--- config.mk ---
export PLATFORM = sky130hd
export DESIGN_NAME = smart_led_frame_ctrl
export DESIGN_NICKNAME = d
export VERILOG_FILES = /design/src/rtl/smart_led_pkg.sv /design/src/rtl/smart_led_sync_edge.sv /design/src/rtl/smart_led_frame_ctrl.sv
export SDC_FILE = /design/constraint.sdc
export NUM_CORES = 1
export LEC_CHECK = 0
export ABC_CLOCK_PERIOD_IN_PS = 1800
export BUFFER_PORTS_ARGS = -buffer_cell sky130_fd_sc_hd__buf_2
export CORE_AREA = 2 2 65 67
export DETAILED_ROUTE_END_ITERATION = 16
export DIE_AREA = 0 0 67 69
export PLACE_DENSITY = 0.72
export SLEW_MARGIN = 10
export SYNTH_ARGS = -nofsm -noshare
export SYNTH_HDL_FRONTEND = slang
export SYNTH_SLANG_ARGS = --single-unit
--- constraint.sdc ---
create_clock -name clk -period 1.8 [get_ports clk]
set_input_delay 0.45 -clock clk [delete_from_list [all_inputs] [get_ports clk]]
set_output_delay 0.45 -clock clk [all_outputs]
set_load 0.02 [all_outputs]
--- src/rtl/smart_led_pkg.sv ---
// Shared types and default timing for the smart LED frame sequencer.
// Timing constants are in clk cycles.
package smart_led_pkg;

    typedef enum logic [1:0] {
        ST_IDLE  = 2'd0,
        ST_HIGH  = 2'd1,
        ST_LOW   = 2'd2,
        ST_LATCH = 2'd3
    } state_e;

    localparam int DEF_N_BITS  = 30;
    localparam int DEF_CNT_W   = 16;
    localparam int DEF_T_MIN   = 4;
    localparam int DEF_T_ONE   = 24;
    localparam int DEF_T_RESET = 2400;

endpackage

--- src/rtl/smart_led_sync_edge.sv ---
// Two-flop synchronizer for the asynchronous LED input plus a registered
// edge detector.
// Ports: clk, rst_n (async, active-low), din_i (raw input),
//        din_sync_o (synchronized level), rise_o / fall_o (one-cycle
//        edge pulses, 2 clk after the raw edge, aligned with din_sync_o).
module smart_led_sync_edge (
    input  logic clk,
    input  logic rst_n,
    input  logic din_i,
    output logic din_sync_o,
    output logic rise_o,
    output logic fall_o
);

    logic s1_q;
    logic s2_q;
    logic rise_q;
    logic fall_q;

    // Edges are taken between the two sync stages so that the pulse
    // appears in the same cycle the second stage shows the new level.
    always_ff @(posedge clk or negedge rst_n) begin
        if (!rst_n) begin
            s1_q   <= 1'b0;
            s2_q   <= 1'b0;
            rise_q <= 1'b0;
            fall_q <= 1'b0;
        end else begin
            s1_q   <= din_i;
            s2_q   <= s1_q;
            rise_q <= s1_q & ~s2_q;
            fall_q <= ~s1_q & s2_q;
        end
    end

    assign din_sync_o = s2_q;
    assign rise_o     = rise_q;
    assign fall_o     = fall_q;

endmodule

--- src/rtl/smart_led_frame_ctrl.sv ---
// Front-end sequencer for a serial-to-parallel LED register: decodes the
// pulse-width one-wire stream, shifts the first N_BITS bits locally and
// forwards the rest of the frame on dout; a long low gap ends the frame.
// Ports: clk, rst_n (async, active-low), din (raw stream),
//        sr_data/sr_clk (shift strobe with bit), sr_store (store strobe),
//        dout (forwarded stream), frame_err (partial frame at gap),
//        busy (frame in progress), bit_cnt (local bits this frame).
module smart_led_frame_ctrl
    import smart_led_pkg::*;
#(
    parameter int N_BITS  = DEF_N_BITS,
    parameter int CNT_W   = DEF_CNT_W,
    parameter int T_MIN   = DEF_T_MIN,
    parameter int T_ONE   = DEF_T_ONE,
    parameter int T_RESET = DEF_T_RESET
) (
    input  logic                          clk,
    input  logic                          rst_n,
    input  logic                          din,
    output logic                          sr_data,
    output logic                          sr_clk,
    output logic                          sr_store,
    output logic                          dout,
    output logic                          frame_err,
    output logic                          busy,
    output logic [$clog2(N_BITS+1)-1:0]   bit_cnt
);

    localparam int BW = $clog2(N_BITS + 1);

    localparam logic [CNT_W-1:0] TC_MAX = '1;
    // tcnt is cleared on the edge that enters a state, so a level lasting
    // H cycles is seen as tcnt == H-1 when its ending edge is processed.
    localparam logic [CNT_W-1:0] TC_MIN = CNT_W'(T_MIN - 1);
    localparam logic [CNT_W-1:0] TC_ONE = CNT_W'(T_ONE - 1);
    localparam logic [CNT_W-1:0] TC_RST = CNT_W'(T_RESET - 1);
    localparam logic [BW-1:0]    NB     = BW'(N_BITS);

    logic din_sync;
    logic rise_s;
    logic fall_s;

    smart_led_sync_edge u_sync (
        .clk        (clk),
        .rst_n      (rst_n),
        .din_i      (din),
        .din_sync_o (din_sync),
        .rise_o     (rise_s),
        .fall_o     (fall_s)
    );

    state_e           state_q, state_d;
    logic [CNT_W-1:0] tcnt_q, tcnt_d;
    logic [BW-1:0]    cnt_q, cnt_d;
    logic             fwd_q, fwd_d;
    logic             gate_q, gate_d;
    logic             busy_q, busy_d;
    logic             sclk_q, sclk_d;
    logic             sdat_q, sdat_d;
    logic             stor_q, stor_d;
    logic             err_q, err_d;
    logic             dout_q, dout_d;
    logic             full;

    assign full = (cnt_q == NB);

    always_comb begin
        state_d = state_q;
        tcnt_d  = (tcnt_q == TC_MAX) ? tcnt_q : tcnt_q + CNT_W'(1);
        cnt_d   = cnt_q;
        fwd_d   = fwd_q;
        gate_d  = gate_q;
        busy_d  = busy_q;
        sclk_d  = 1'b0;
        sdat_d  = 1'b0;
        stor_d  = 1'b0;
        err_d   = 1'b0;

        unique case (state_q)
            ST_IDLE: begin
                gate_d = 1'b0;
                busy_d = 1'b0;
                if (rise_s) begin
                    state_d = ST_HIGH;
                    fwd_d   = full;
                    gate_d  = full;
                end
            end
            ST_HIGH: begin
                if (fall_s) begin
                    if (tcnt_q < TC_MIN) begin
                        state_d = busy_q ? ST_LOW : ST_IDLE;
                    end else begin
                        state_d = ST_LOW;
                        if (!fwd_q && !full) begin
                            sclk_d = 1'b1;
                            sdat_d = (tcnt_q >= TC_ONE);
                            cnt_d  = cnt_q + BW'(1);
                            busy_d = 1'b1;
                        end
                    end
                end
            end
            ST_LOW: begin
                if (rise_s) begin
                    state_d = ST_HIGH;
                    fwd_d   = full;
                    if (full) begin
                        gate_d = 1'b1;
                    end
                end else if (tcnt_q >= TC_RST) begin
                    state_d = ST_LATCH;
                end
            end
            ST_LATCH: begin
                if (full) begin
                    stor_d = 1'b1;
                end else if (cnt_q != '0) begin
                    err_d = 1'b1;
                end
                cnt_d   = '0;
                busy_d  = 1'b0;
                fwd_d   = 1'b0;
                gate_d  = 1'b0;
                state_d = ST_IDLE;
            end
            default: begin
                state_d = ST_IDLE;
            end
        endcase

        if (state_d != state_q) begin
            tcnt_d = '0;
        end

        // Gate uses the next value so the first cycle of a forwarded
        // pulse is not lost; both edges then share the same delay.
        dout_d = din_sync & gate_d;
    end

    always_ff @(posedge clk or negedge rst_n) begin
        if (!rst_n) begin
            state_q <= ST_IDLE;
            tcnt_q  <= '0;
            cnt_q   <= '0;
            fwd_q   <= 1'b0;
            gate_q  <= 1'b0;
            busy_q  <= 1'b0;
            sclk_q  <= 1'b0;
            sdat_q  <= 1'b0;
            stor_q  <= 1'b0;
            err_q   <= 1'b0;
            dout_q  <= 1'b0;
        end else begin
            state_q <= state_d;
            tcnt_q  <= tcnt_d;
            cnt_q   <= cnt_d;
            fwd_q   <= fwd_d;
            gate_q  <= gate_d;
            busy_q  <= busy_d;
            sclk_q  <= sclk_d;
            sdat_q  <= sdat_d;
            stor_q  <= stor_d;
            err_q   <= err_d;
            dout_q  <= dout_d;
        end
    end

    assign sr_clk    = sclk_q;
    assign sr_data   = sdat_q;
    assign sr_store  = stor_q;
    assign frame_err = err_q;
    assign dout      = dout_q;
    assign busy      = busy_q;
    assign bit_cnt   = cnt_q;

endmodule
==> reports/summary.txt <==
Status = finished with violations
Failing checks = negative setup slack
Tmin final = 1881 ps
First-pass GRT wire length = 7.734 mm
Detail Route Antenna Nets = 0
Placed cell area = 0.002385 mm^2
Clock latency on the worst-skew pair = 290 ps
Prevailing post-synth register cell = dfrtp_1
Die width = 67 um
Slowest CP cell = dfrtp_1
H-tree depth = 2
Total grt overflow = 0
CP Data Required Time = 1980 ps
Nature of the critical path endpoint = flop
Crit path launch type = flop
Combinational share of power = 52.3%
Main combinational cell family by area after synthesis = simple AND/OR/NAND/NOR gates
Synth Area in Adders = 5.600%
Die Ht = 69 um
Avg Vias per Cell = 5.778
DRC = 0
Synth Area in Compound Gates = 14.13%
Setup TNS = -316.3 ps
DR pass1 iterations = 4
NumNets Final = 276
Die area = 0.004623 mm^2
Post-synth top area cell = dfrtp_1
Antenna Cells = 0
Post-Synth Simple-Gate Area = 24.46%
PD cells = 1291 mW/mm^2
Syn Area/Cell = 9.808 um^2
Row cnt = 23
Crit path buf inv count = 2
Most frequent CP cell = buf_4
Maximum vdd drop = 547.2 uV
Clk_skew = 15.51 ps
Cells after Synth = 205
Post-synthesis cell type count = 51
Setup ws final = -81.00 ps
Share of cells above drive strength 1 = 40.38%
Seq/Total Area, Yosys = 43.56%
Number of vias in the routed layout = 1820
Core ar. = 0.003914 mm^2
Routed Wire Length = 5.039 mm
Internal power = 2.052 mW
Hold Fails Final Rpt = 0
Post-Synth XOR/XNOR Area = 4.792%
CP peak stage delay = 410 ps
Final-report max-slew violation count = 0
Clock power frac = 16.9%
GPL Wtd Cong = 0.9010
CP Cell Sequence = buf_4, nand4_1, buf_4, nor2_2, and3_2, mux2i_2, nor2_4
Largest register FFs = 16
Fin Hold WS = 183.2 ps
Clock root cell = clkbuf_8
Number of synthesized flops with an enable pin = 0
Critical Path AT = 2060 ps
Slew HR = 70.49%
CTS tree = done
Post-layout util = 68.64%
Slew @ Worst Pin = 442.6 ps
Initial antenna violation count = 0
Crit path kind = reg2reg
Synth top area share = 43.56%
Worst slack at placement = -32.22 ps
Iteration-0 DRC Markers = 181
# IOs = 14
Most instantiated cells after synthesis = dfrtp_1, nor2_1, nand3_1
Largest reg by FF count = tcnt_q
RSZ-0062 raised after global routing = true
Avg WL per Cell = 16.00 um
Hold WC Path Type = in2async
GRT Total Usage = 21.72%
Design Area, Final = 0.002686 mm^2
CP max FO = 5
Num Clock Sinks = 35
Asr flop ratio synth = 100.0%
Starting Density = 51.37%
Largest net degree at the start of global routing = 36
Seq pwr share = 30.7%
Total Power = 3.468 mW
Inst Count DP = 302
Sw Share = 40.83%
Mapped Area = 0.002011 mm^2
Final period util = 104.5%
Reg clk slew, reported paths = 80 ps
Mux contribution to synthesized area = 3.049%
Hpwl dp = 3.263 mm
Final Setup Violations = 10
Syn Nets = 217
MaxCap Viol Count = 0
Yosys Warn Count = 0
Area grow syn2layout = 33.60%
Most frequent cell after synthesis = dfrtp_1
Final std cells w/o fill = 315
Total CTS buffers = 5
Clk buf depth = 2
Cell count along the critical path = 7
Net Sw Power = 1.416 mW
Leak Pwr = 1.183 nW
Max Freq = 531.6 MHz
Worst path top cell family by delay = simple AND/OR/NAND/NOR gates
# port buffers = 13
Most area-consuming cells after synthesis = dfrtp_1, ha_1, nor2_1, xor2_1, nand3_1
#FFs+latches synth = 35
Reg2reg path depth = 7
Vias in the first global route = 1699
[worst reg2reg max path, cell delays in order (launching register included)]
cell     delay (ps)
dfrtp_1         410
buf_4           140
nand4_1         270
buf_4           250
nor2_2          160
and3_2          230
mux2i_2         270
nor2_4           60
[what timing repair did]
| item | in CTS | in global routing |
|---|---|---|
| cloned | 0 | 1 |
| pin swaps | 5 | 18 |
| endpoints found under the hold margin | 0 | 0 |
| buffers inserted | 2 | 2 |
| resized for setup | 8 | 40 |
| setup endpoints to repair | 5 | 24 |
| hold buffers | 0 | 0 |
[cells in the final DEF, fill, tap and decap left out, drive strengths merged, types with 3 or more instances in the layout]
cell type   n
mux2i       5
nor2b       4
and3        3
nor4        3
o211ai      5
clkbuf      7
buf        59
and4        3
a21oi      11
nor3        7
dfrtp      35
ha          9
nor2       26
nand2      10
xor2        8
xnor2       3
nand4       6
inv         7
o21ai       9
nand3      12
[layout make-up]
cell class                 count  area (um^2)
timing repair buffer          59        421.7
fill                         309         1227
clock buffer                   7        86.33
clock inverter                 1        5.005
inverter                       7        26.28
sequential                    35        878.3
tap                           50        62.56
multi-input combinational    156         1206
[cell families (layout without fill, tap and decap cells)]
group,Yosys count,in the layout
AND/OR/NAND/NOR,88,88
AO/OA/AOI/OAI,42,42
flip-flops,35,35
buffers and inverters,14,74
XOR/XNOR,11,11
adder cells (fa/ha/maj),9,9
multiplexers,6,6
[per-layer routing]
layer / share of wire (%) / vias to the layer above / GRT usage [%]
li1: - / 869 / -
met1: 45 / 877 / 30.11
met2: 49 / 64 / 33.22
met3: 4.9 / 10 / 5.383
met4: 1.7 / 0 / 6.576
met5: 0 / - / 0
[power groups by stage]
| stage | clock network [mW] | registers (mW) | logic, mW |
|---|---|---|---|
| 3_5_place_dp | 0 | 1.08 | 1.55 |
| 6_report | 0.587 | 1.07 | 1.82 |
| 3_3_place_gp | 0 | 1.07 | 1.52 |
| 4_1_cts | 0.597 | 1.06 | 1.59 |
| 2_1_floorplan | 0 | 1.19 | 0.844 |
| 5_1_grt | 0.634 | 1.08 | 1.98 |
[worst paths after layout]
path / startpoint / end / slack (ps)
setup / recovery: tcnt_q[4] / tcnt_q[12] / -80
hold / removal: rst_n / tcnt_q[8] / 180
setup reg to reg: tcnt_q[4] / tcnt_q[12] / -80
hold reg to reg: u_sync.s1_q / u_sync.din_sync_o / 400
max in group asynchronous: rst_n / tcnt_q[13] / 1280
min in group clk: din / u_sync.s1_q / 260
Power figures use the tool's default switching activity.
